File: config.mk
export PLATFORM = sky130hd
export DESIGN_NAME = drive_mode_ctrl
export DESIGN_NICKNAME = d
export VERILOG_FILES = /design/src/rtl/drive_mode_ctrl.sv
export SDC_FILE = /design/constraint.sdc
export NUM_CORES = 1
export LEC_CHECK = 0
export BUFFER_PORTS_ARGS = -buffer_cell sky130_fd_sc_hd__buf_2
export CAP_MARGIN = 30
export CORE_MARGIN = 5
export CORE_UTILIZATION = 35
export CTS_CLUSTER_SIZE = 28
export DETAILED_ROUTE_END_ITERATION = 8
export GPL_TIMING_DRIVEN = 0
export PLACE_DENSITY_LB_ADDON = 0.08
export SYNTH_ARGS = -nofsm -noshare
export SYNTH_HDL_FRONTEND = slang
export SYNTH_SLANG_ARGS = --single-unit
File: constraint.sdc
create_clock -name Clk -period 2.31 [get_ports Clk]
set_clock_uncertainty 0.05 [all_clocks]
set_input_delay 0.462 -clock Clk [delete_from_list [all_inputs] [get_ports Clk]]
set_output_delay 0.462 -clock Clk [all_outputs]
set_load 0.01 [all_outputs]
File: src/rtl/drive_mode_ctrl.sv
// Drive mode controller for the two-stepper car: decodes command bytes into
// IDLE/MANUAL/AUTO modes, runs a counted wall-avoidance sequence in AUTO,
// debounces the wall sensor and optionally stops after a quiet spell in MANUAL.
//
// mode   | meaning
// M_IDLE   | motors disabled (STOP)
// M_MANUAL | last drive command held until STOP, AUTO or timeout
// M_AUTO   | autonomous wall avoidance, sub-state below
//
// auto   | meaning
// A_FWD  | drive forward, watch the debounced wall flag
// A_BACK | reverse for BACK_CYCLES
// A_TURN | turn toward turn side for TURN_CYCLES, then flip side
module drive_mode_ctrl #(
    parameter int          CNT_W          = 28,
    parameter int          BACK_CYCLES    = 200_000_000,
    parameter int          TURN_CYCLES    = 200_000_000,
    parameter int          WALL_DEBOUNCE  = 16,
    parameter int          MANUAL_TIMEOUT = 0,
    parameter int          ALT_TURN       = 1,
    parameter logic [7:0]  CMD_LEFT       = 8'd3,
    parameter logic [7:0]  CMD_RIGHT      = 8'd4,
    parameter logic [7:0]  CMD_STOP       = 8'd5,
    parameter logic [7:0]  CMD_AUTO       = 8'd6,
    parameter logic [7:0]  CMD_DOWN       = 8'd7,
    parameter logic [7:0]  CMD_UP         = 8'd9
) (
    input  logic       Clk,
    input  logic       Rst,
    input  logic [7:0] cmd_data,
    input  logic       cmd_valid,
    input  logic       is_wall_raw,
    output logic       motor_en,
    output logic       motor_dir_l,
    output logic       motor_dir_r,
    output logic [1:0] mode,
    output logic [1:0] auto_state,
    output logic       wall,
    output logic       cmd_err
);

    typedef enum logic [1:0] {M_IDLE = 2'd0, M_MANUAL = 2'd1, M_AUTO = 2'd2} mode_t;
    typedef enum logic [1:0] {A_FWD = 2'd0, A_BACK = 2'd1, A_TURN = 2'd2} astate_t;

    // Motion encodings as {en, dir_l, dir_r}
    localparam logic [2:0] MOT_FWD   = 3'b101;
    localparam logic [2:0] MOT_BACK  = 3'b110;
    localparam logic [2:0] MOT_LEFT  = 3'b100;
    localparam logic [2:0] MOT_RIGHT = 3'b111;
    localparam logic [2:0] MOT_STOP  = 3'b011;

    localparam logic [CNT_W-1:0] CNT_ONE    = CNT_W'(1);
    localparam logic [CNT_W-1:0] BACK_LAST  = CNT_W'(BACK_CYCLES - 1);
    localparam logic [CNT_W-1:0] TURN_LAST  = CNT_W'(TURN_CYCLES - 1);
    localparam logic [CNT_W-1:0] DEB_LAST   = CNT_W'(WALL_DEBOUNCE - 1);
    localparam logic [CNT_W-1:0] MAN_LAST   =
        CNT_W'((MANUAL_TIMEOUT > 0) ? (MANUAL_TIMEOUT - 1) : 0);
    localparam bit               TIMEOUT_EN = (MANUAL_TIMEOUT > 0);

    mode_t            mode_q;
    astate_t          astate_q;
    logic             turn_right;
    logic [CNT_W-1:0] cnt;
    logic [CNT_W-1:0] man_cnt;
    logic [CNT_W-1:0] deb_cnt;
    logic             sync_q1;
    logic             sync_q2;
    logic             cmd_known;
    logic             cmd_take;

    assign mode       = mode_q;
    assign auto_state = astate_q;

    assign cmd_known = (cmd_data == CMD_LEFT) || (cmd_data == CMD_RIGHT) ||
                       (cmd_data == CMD_STOP) || (cmd_data == CMD_AUTO)  ||
                       (cmd_data == CMD_DOWN) || (cmd_data == CMD_UP);

    // AUTO while already in AUTO is not a takeover, so the FSM keeps running.
    assign cmd_take = cmd_valid && cmd_known &&
                      !((cmd_data == CMD_AUTO) && (mode_q == M_AUTO));

    // Synchronise the raw sensor, then require a run of highs before flagging wall.
    always_ff @(posedge Clk) begin
        if (Rst) begin
            sync_q1 <= 1'b0;
            sync_q2 <= 1'b0;
            deb_cnt <= '0;
            wall    <= 1'b0;
        end else begin
            sync_q1 <= is_wall_raw;
            sync_q2 <= sync_q1;
            if (!sync_q2) begin
                deb_cnt <= '0;
                wall    <= 1'b0;
            end else if (deb_cnt == DEB_LAST) begin
                wall    <= 1'b1;
            end else begin
                deb_cnt <= deb_cnt + CNT_ONE;
            end
        end
    end

    // Quiet-time counter for the manual failsafe; any received byte restarts it.
    always_ff @(posedge Clk) begin
        if (Rst) begin
            man_cnt <= '0;
        end else if (cmd_valid || (mode_q != M_MANUAL) || (man_cnt == MAN_LAST)) begin
            man_cnt <= '0;
        end else begin
            man_cnt <= man_cnt + CNT_ONE;
        end
    end

    // Mode register, auto-avoidance FSM and registered motion outputs.
    always_ff @(posedge Clk) begin
        if (Rst) begin
            mode_q     <= M_IDLE;
            astate_q   <= A_FWD;
            turn_right <= 1'b0;
            cnt        <= '0;
            cmd_err    <= 1'b0;
            {motor_en, motor_dir_l, motor_dir_r} <= MOT_STOP;
        end else begin
            cmd_err <= cmd_valid && !cmd_known;
            if (cmd_take) begin
                astate_q <= A_FWD;
                cnt      <= '0;
                if (cmd_data == CMD_STOP) begin
                    mode_q <= M_IDLE;
                    {motor_en, motor_dir_l, motor_dir_r} <= MOT_STOP;
                end else if (cmd_data == CMD_AUTO) begin
                    mode_q <= M_AUTO;
                    {motor_en, motor_dir_l, motor_dir_r} <= MOT_FWD;
                end else begin
                    mode_q <= M_MANUAL;
                    if (cmd_data == CMD_UP)
                        {motor_en, motor_dir_l, motor_dir_r} <= MOT_FWD;
                    else if (cmd_data == CMD_DOWN)
                        {motor_en, motor_dir_l, motor_dir_r} <= MOT_BACK;
                    else if (cmd_data == CMD_LEFT)
                        {motor_en, motor_dir_l, motor_dir_r} <= MOT_LEFT;
                    else
                        {motor_en, motor_dir_l, motor_dir_r} <= MOT_RIGHT;
                end
            end else begin
                case (mode_q)
                    M_AUTO: begin
                        case (astate_q)
                            A_FWD: begin
                                if (wall) begin
                                    astate_q <= A_BACK;
                                    cnt      <= '0;
                                    {motor_en, motor_dir_l, motor_dir_r} <= MOT_BACK;
                                end
                            end
                            A_BACK: begin
                                if (cnt == BACK_LAST) begin
                                    astate_q <= A_TURN;
                                    cnt      <= '0;
                                    {motor_en, motor_dir_l, motor_dir_r} <=
                                        turn_right ? MOT_RIGHT : MOT_LEFT;
                                end else begin
                                    cnt <= cnt + CNT_ONE;
                                end
                            end
                            A_TURN: begin
                                if (cnt == TURN_LAST) begin
                                    astate_q <= A_FWD;
                                    cnt      <= '0;
                                    {motor_en, motor_dir_l, motor_dir_r} <= MOT_FWD;
                                    if (ALT_TURN != 0)
                                        turn_right <= !turn_right;
                                end else begin
                                    cnt <= cnt + CNT_ONE;
                                end
                            end
                            default: begin
                                astate_q <= A_FWD;
                                cnt      <= '0;
                                {motor_en, motor_dir_l, motor_dir_r} <= MOT_FWD;
                            end
                        endcase
                    end
                    M_MANUAL: begin
                        if (TIMEOUT_EN && !cmd_valid && (man_cnt == MAN_LAST)) begin
                            mode_q <= M_IDLE;
                            {motor_en, motor_dir_l, motor_dir_r} <= MOT_STOP;
                        end
                    end
                    default: ;
                endcase
            end
        end
    end

endmodule

# After elaboration in Yosys (flattened, before gate mapping)
# Index checks and enable logic that the tools add are counted.
totals:
  reg_bits: 68
  latchBits: 0
  ram_bits: 0
  mem_bits_ro: 0
  memories: 0
classes:
  add_sub_neg: 2
  n_mul: 0
  n_div: 0
  magnitude_cmp: 0
  n_eq_ne: 17
  n_shift: 0
  muxes: 36
  bitwise: 2
  reduce_logical: 21
ops:
  columns: ["operator", "count"]
  rows:
  - ["28-bit by 1-bit adder with 28-bit output (second input constant)", 2]
  - ["28-bit 2-to-1 mux", 2]
  - ["28-bit case mux with 2 select lines", 1]
  - ["8-bit by 3-bit equality test with 1-bit output (second input constant)", 4]
  - ["28-bit equality test (second input constant)", 1]
  - ["28-bit by 4-bit equality test with 1-bit output (second input constant)", 1]
  - ["1-bit 2-to-1 mux", 23]
  - ["2-bit 2-to-1 mux", 6]
  - ["4-bit AND reduction", 3]
  - ["3-bit inequality test (second input constant)", 3]
  - ["1-bit case mux with 3 select lines", 3]
  - ["8-bit by 2-bit equality test with 1-bit output (second input constant)", 1]
  - ["8-bit by 4-bit equality test with 1-bit output (second input constant)", 1]
  - ["2-bit inequality test (second input constant)", 3]
  - ["2-bit case mux with 3 select lines", 1]
  - ["2-bit OR reduction", 3]
  - ["1-bit logical OR", 5]
  - ["2-bit equality test (second input constant)", 2]
  - ["1-bit logical AND", 4]
  - ["1-bit logical NOT", 3]
  - ["2-bit by 1-bit equality test with 1-bit output (second input constant)", 1]
  - ["2-bit logical NOT", 1]
  - ["1-bit NOT", 2]
  - ["2-bit AND reduction", 1]
  - ["2-bit nonzero test", 1]

# Longest topological paths before layout
depth:
  ltp_word: 10
  mapped_depth: 8
  depth_no_buf: 7

# Worst setup path after synthesis
# No wires, ideal clock.
synth_timing:
  path_type: "register to register"
  startpoint: "register astate_q[0] (netlist: auto_state[0])"
  endpoint: "register cnt[21]"
  t_arrival_ns: 1.835
  t_required_ns: 2.145
  path_slack_ns: 0.311
  path_stages_with_launch: 9
  n_path_buf: 1
  period_less_slack_ns: 1.999
  cell_sequence: "dfxtp_1 > inv_1 > ha_1 > nor2b_1 > or3_1 > clkbuf_1 > nor4_1 > xnor2_1 > nor2_1"
synth_via:
  elab_chain_len: 3
synth_rtl:
  columns: ["element", "line", "rtl"]
  rows:
  - ["from (decl)", "61", "astate_t astate_q;"]
  - ["from (signal assigned)", "118", "astate_q <= A_FWD;"]
  - ["from (signal assigned)", "126", "astate_q <= A_FWD;"]
  - ["from (signal assigned)", "151", "astate_q <= A_BACK;"]
  - ["2-bit equality test, or another cell as far along", "148", "case (astate_q)"]
  - ["2-bit OR reduction (no line) / 2-bit inequality test (equally long branches)", null, null]
  - ["28-bit case mux with 2 select lines / 2-bit AND reduction (equally long branches)", null, null]
  - ["to (signal assigned)", "163", "cnt <= cnt + CNT_ONE;"]
  - ["to (signal assigned)", "174", "cnt <= cnt + CNT_ONE;"]
  - ["to (decl)", "63", "logic [CNT_W-1:0] cnt;"]
# Parallel ways exist; a longest one is shown, timed or not.
# A chain may end at the register's enable or synchronous reset.

# Worst setup path after layout
layout_timing:
  startpoint: "register astate_q[0] (netlist: auto_state[0])"
  endpoint: "register cnt[9]"
# Same word-level chain as after synthesis.

==> reports/results.ini <==
[routing]
avgRoutedWirePerCell_microns=13.7
drc=0
drtPass1Iterations=4
vias=2859
viasPerCell=5.11
totalWireLength_mm=7.70
ant_nets=0
first_iter_violations=94

[floorplanning]
core_sq_mm=0.00964
die_w_microns=109
start_util_pct=35.4
rows=36
io_pins=21
die_h_microns=109
dieArea_sq_mm=0.0118

[synthesis]
ys_seq_area_share_pct=39.9
synth_top_area_share_pct=39.9
synthesis.nets=411
yosysTopAreaCell=dfxtp_1
ys_ff_latch=68
syn_inst=394
synth_edf_count=0
synth-async-reset-ratio_pct=0
ys_types=53
synthTopCellsByArea=dfxtp_1, xnor2_1, nor2_1
synth_ff_type=dfxtp_1
synth_area_per_cell_sq_um=8.65
synthesis.area_sq_mm=0.00341
ys_warn_count=0

[finish]
fill_cells=1013
seqCellArea_sq_mm=0.00136
finalNonFillerCells=560
design_area_sq_mm=0.00387
area_growth_syn_to_layout_pct=13.6
nets=441
multi_input_area_sq_mm=0.00197
antennaDiodeCount=0
layout-drive-gt1-share_pct=11.7

[clock_tree]
cts_buffers=9
clkTransAtPathRegs_ps=70
cts.path.max_buffers=2
clk_latency_ps=340
hold_buffers=0
htreeDepth=3
cts-root-buf=clkbuf_8
cts.sinks=68
cts_tree=built

[placed_design]
place_hpwl_mm=5.58
place_congestion=0.783
placed_cell_area_sq_mm=0.00367
dp.cells=546
port_buffers=19

[power_and_ir_drop]
pwr-share-comb_pct=2.7
p_sw_uw=472
power_frac_seq_pct=53.1
switching_share_pct=21.3
power.internal_uw=1740
power.density_mw_per_mm2=572
p_leak_uw=0.00126
clkPwrFrac_pct=44.1
irDropWorstVdd_mv=0.367

[run_status]
status=finished, final reports clean

[global_route]
antenna_found_initial=0
grt_pass1_vias=2670
grt_max_degree=11
grt.busiest_layer=met2
grtUsageMet2_pct=23.2
grt_first_pass_wirelength_mm=13.2
grt_use_total_pct=14.3
overflow=0
use_met1_pct=17.7
grt_util_met3_pct=4.14

[sta]
post-route-period-util_pct=94.3
slew_headroom_pct=56.5
setup_tns_ps=0
setup_violations=0
fin_crit_ps=2180
drv_slew=0
worst_pin_slew_ps=647
fmax_ghz=0.459
finalHoldViolCount=0
rsz0062_at_grt=yes

[setup_path]
cp_slowest_stage_delay_ps=460
cp-endpoint=cnt[9]
startpoint_type=flop
cp.depth=7
crit_required_ps=2540
r2r-end=cnt[9]
path_class=flop to flop
cp_top_family=simple AND/OR/NAND/NOR gates
cp_slowest_cell=nor3_1
cp_cell_sequence=inv_1, ha_1, nor2b_2, nor3_1, nand2_1, or4_1, a21oi_1
arrival_ps=2410
reg2regPathDepth=7
path_buf_inv=1
cp-end-kind=flop
cp-startpoint=auto_state[0]
reg2reg_setup_slack_ps=130
crit_fanout=6
r2r_start=auto_state[0]

[hold_path]
worstHoldPathType=primary input to flop

[job]
drv_cap=0

worst min path at each step:
stage / from / endpoint / slack [ps] / depth (start not counted)
final: is_wall_raw / sync_q1 / 280 / 2
after global routing: is_wall_raw / sync_q1 / 260 / 2
after CTS: is_wall_raw / sync_q1 / 250 / 2
after global placement: sync_q1 / sync_q2 / 400 / 1
after detailed placement: sync_q1 / sync_q2 / 390 / 1
after floorplan: sync_q1 / sync_q2 / 360 / 1
layout make-up:
class / count / area share, %
timing repair buffer: 19 / 2.46
clock inverter: 2 / 0.905
buffer: 8 / 1.03
multi-input combinational: 306 / 51.0
tap: 133 / 4.30
sequential: 68 / 35.2
clock buffer: 12 / 4.01
inverter: 12 / 1.16
cells by family (layout without fill, tap and decap cells):
group | after synthesis | after routing | share of synthesized area [%]
compound gates | 36 | 36 | 7.74
flops | 68 | 68 | 39.9
simple gates | 214 | 214 | 34.8
buf+inv | 20 | 53 | 2.49
xor+xnor | 47 | 47 | 12.1
mux | 4 | 4 | 1.17
fa+ha+maj | 5 | 5 | 1.83
cell usage in the layout (no fill, tap or decap), types with 3 or more instances in the layout:
master / synthesis / routed
a21oi_1: 9 / 9
and2_1: 5 / 5
and3_1: 6 / 6
and4_1: 10 / 10
buf_2: 1 / 20
clkbuf_1: 4 / 5
clkbuf_8: 0 / 11
dfxtp_1: 68 / 68
ha_1: 5 / 5
inv_1: 12 / 12
mux2i_1: 4 / 4
nand2_1: 30 / 30
nand3_1: 15 / 15
nand4_1: 22 / 22
nand4b_1: 3 / 3
nor2_1: 58 / 58
nor2b_1: 9 / 8
nor3_1: 14 / 14
nor3b_1: 5 / 5
nor4_1: 15 / 15
o21ai_0: 7 / 7
or3_1: 7 / 7
or4_1: 3 / 3
xnor2_1: 28 / 28
xor2_1: 19 / 19
worst register-to-register path, stage by stage, from the launching register on:
cell	delay, ps
dfxtp_1	380
inv_1	80
ha_1	250
nor2b_2	220
nor3_1	460
nand2_1	110
or4_1	410
a21oi_1	160
repair_timing:
item	4_1_cts	5_1_grt
endpoints found under the hold margin	0	0
endpoints found under the setup margin	0	6
gates resized for setup	0	2
buffers inserted	0	0
routing by layer:
metal,share of wire [%],vias up,wire [microns]
li1,-,1476,-
met4,1.7,0,130
met5,0,-,0
met1,48,1340,3700
met3,2.5,10,189
met2,48,33,3680
power by group through the flow:
stage          Clock (uW)  Combinational, uW  Sequential, uW
6_report              978               60.8            1180
5_1_grt              1080               68.5            1180
4_1_cts              1020               62.1            1180
3_5_place_dp            0               62.0            1200
3_3_place_gp            0               61.4            1200
2_1_floorplan           0               35.5            1200
stage by stage:
step	setup WS [ps]	power [uW]	hold WS [ps]	util [%]
floorplan	311	1240	364	-
global placement	96.6	1270	395	38.1
detailed placement	86.9	1270	393	38.1
CTS	64.1	2260	255	40.1
global route	-10.3	2320	260	40.2
finish	131	2220	277	40.2
sequential cells by signal, summed over array words and instances (netlist names):
name and cells:
cnt 28, deb_cnt 28, auto_state 2, mode 2
cmd_err 1, motor_dir_l 1, motor_dir_r 1, motor_en 1
sync_q1 1, sync_q2 1, turn_right 1, wall 1
cell usage after synthesis (2+ instances only):
library cell / n
xnor2_1: 28
xor2_1: 19
and4_1: 10
buf_4: 2
nand3_1: 15
clkbuf_1: 4
and2_1: 5
nor3b_1: 5
nor3_1: 14
nand4b_1: 3
nor4_1: 15
a21o_1: 2
nand4_1: 22
o2111ai_1: 2
nor2_1: 58
nand2b_1: 2
nor2b_1: 9
or4_1: 3
nor4bb_1: 2
or3_1: 7
a21oi_1: 9
inv_1: 12
ha_1: 5
dfxtp_1: 68
nor4_2: 2
nand2_1: 30
mux2i_1: 4
and3_1: 6
o21ai_0: 7
(Power assumes the default switching activity.)
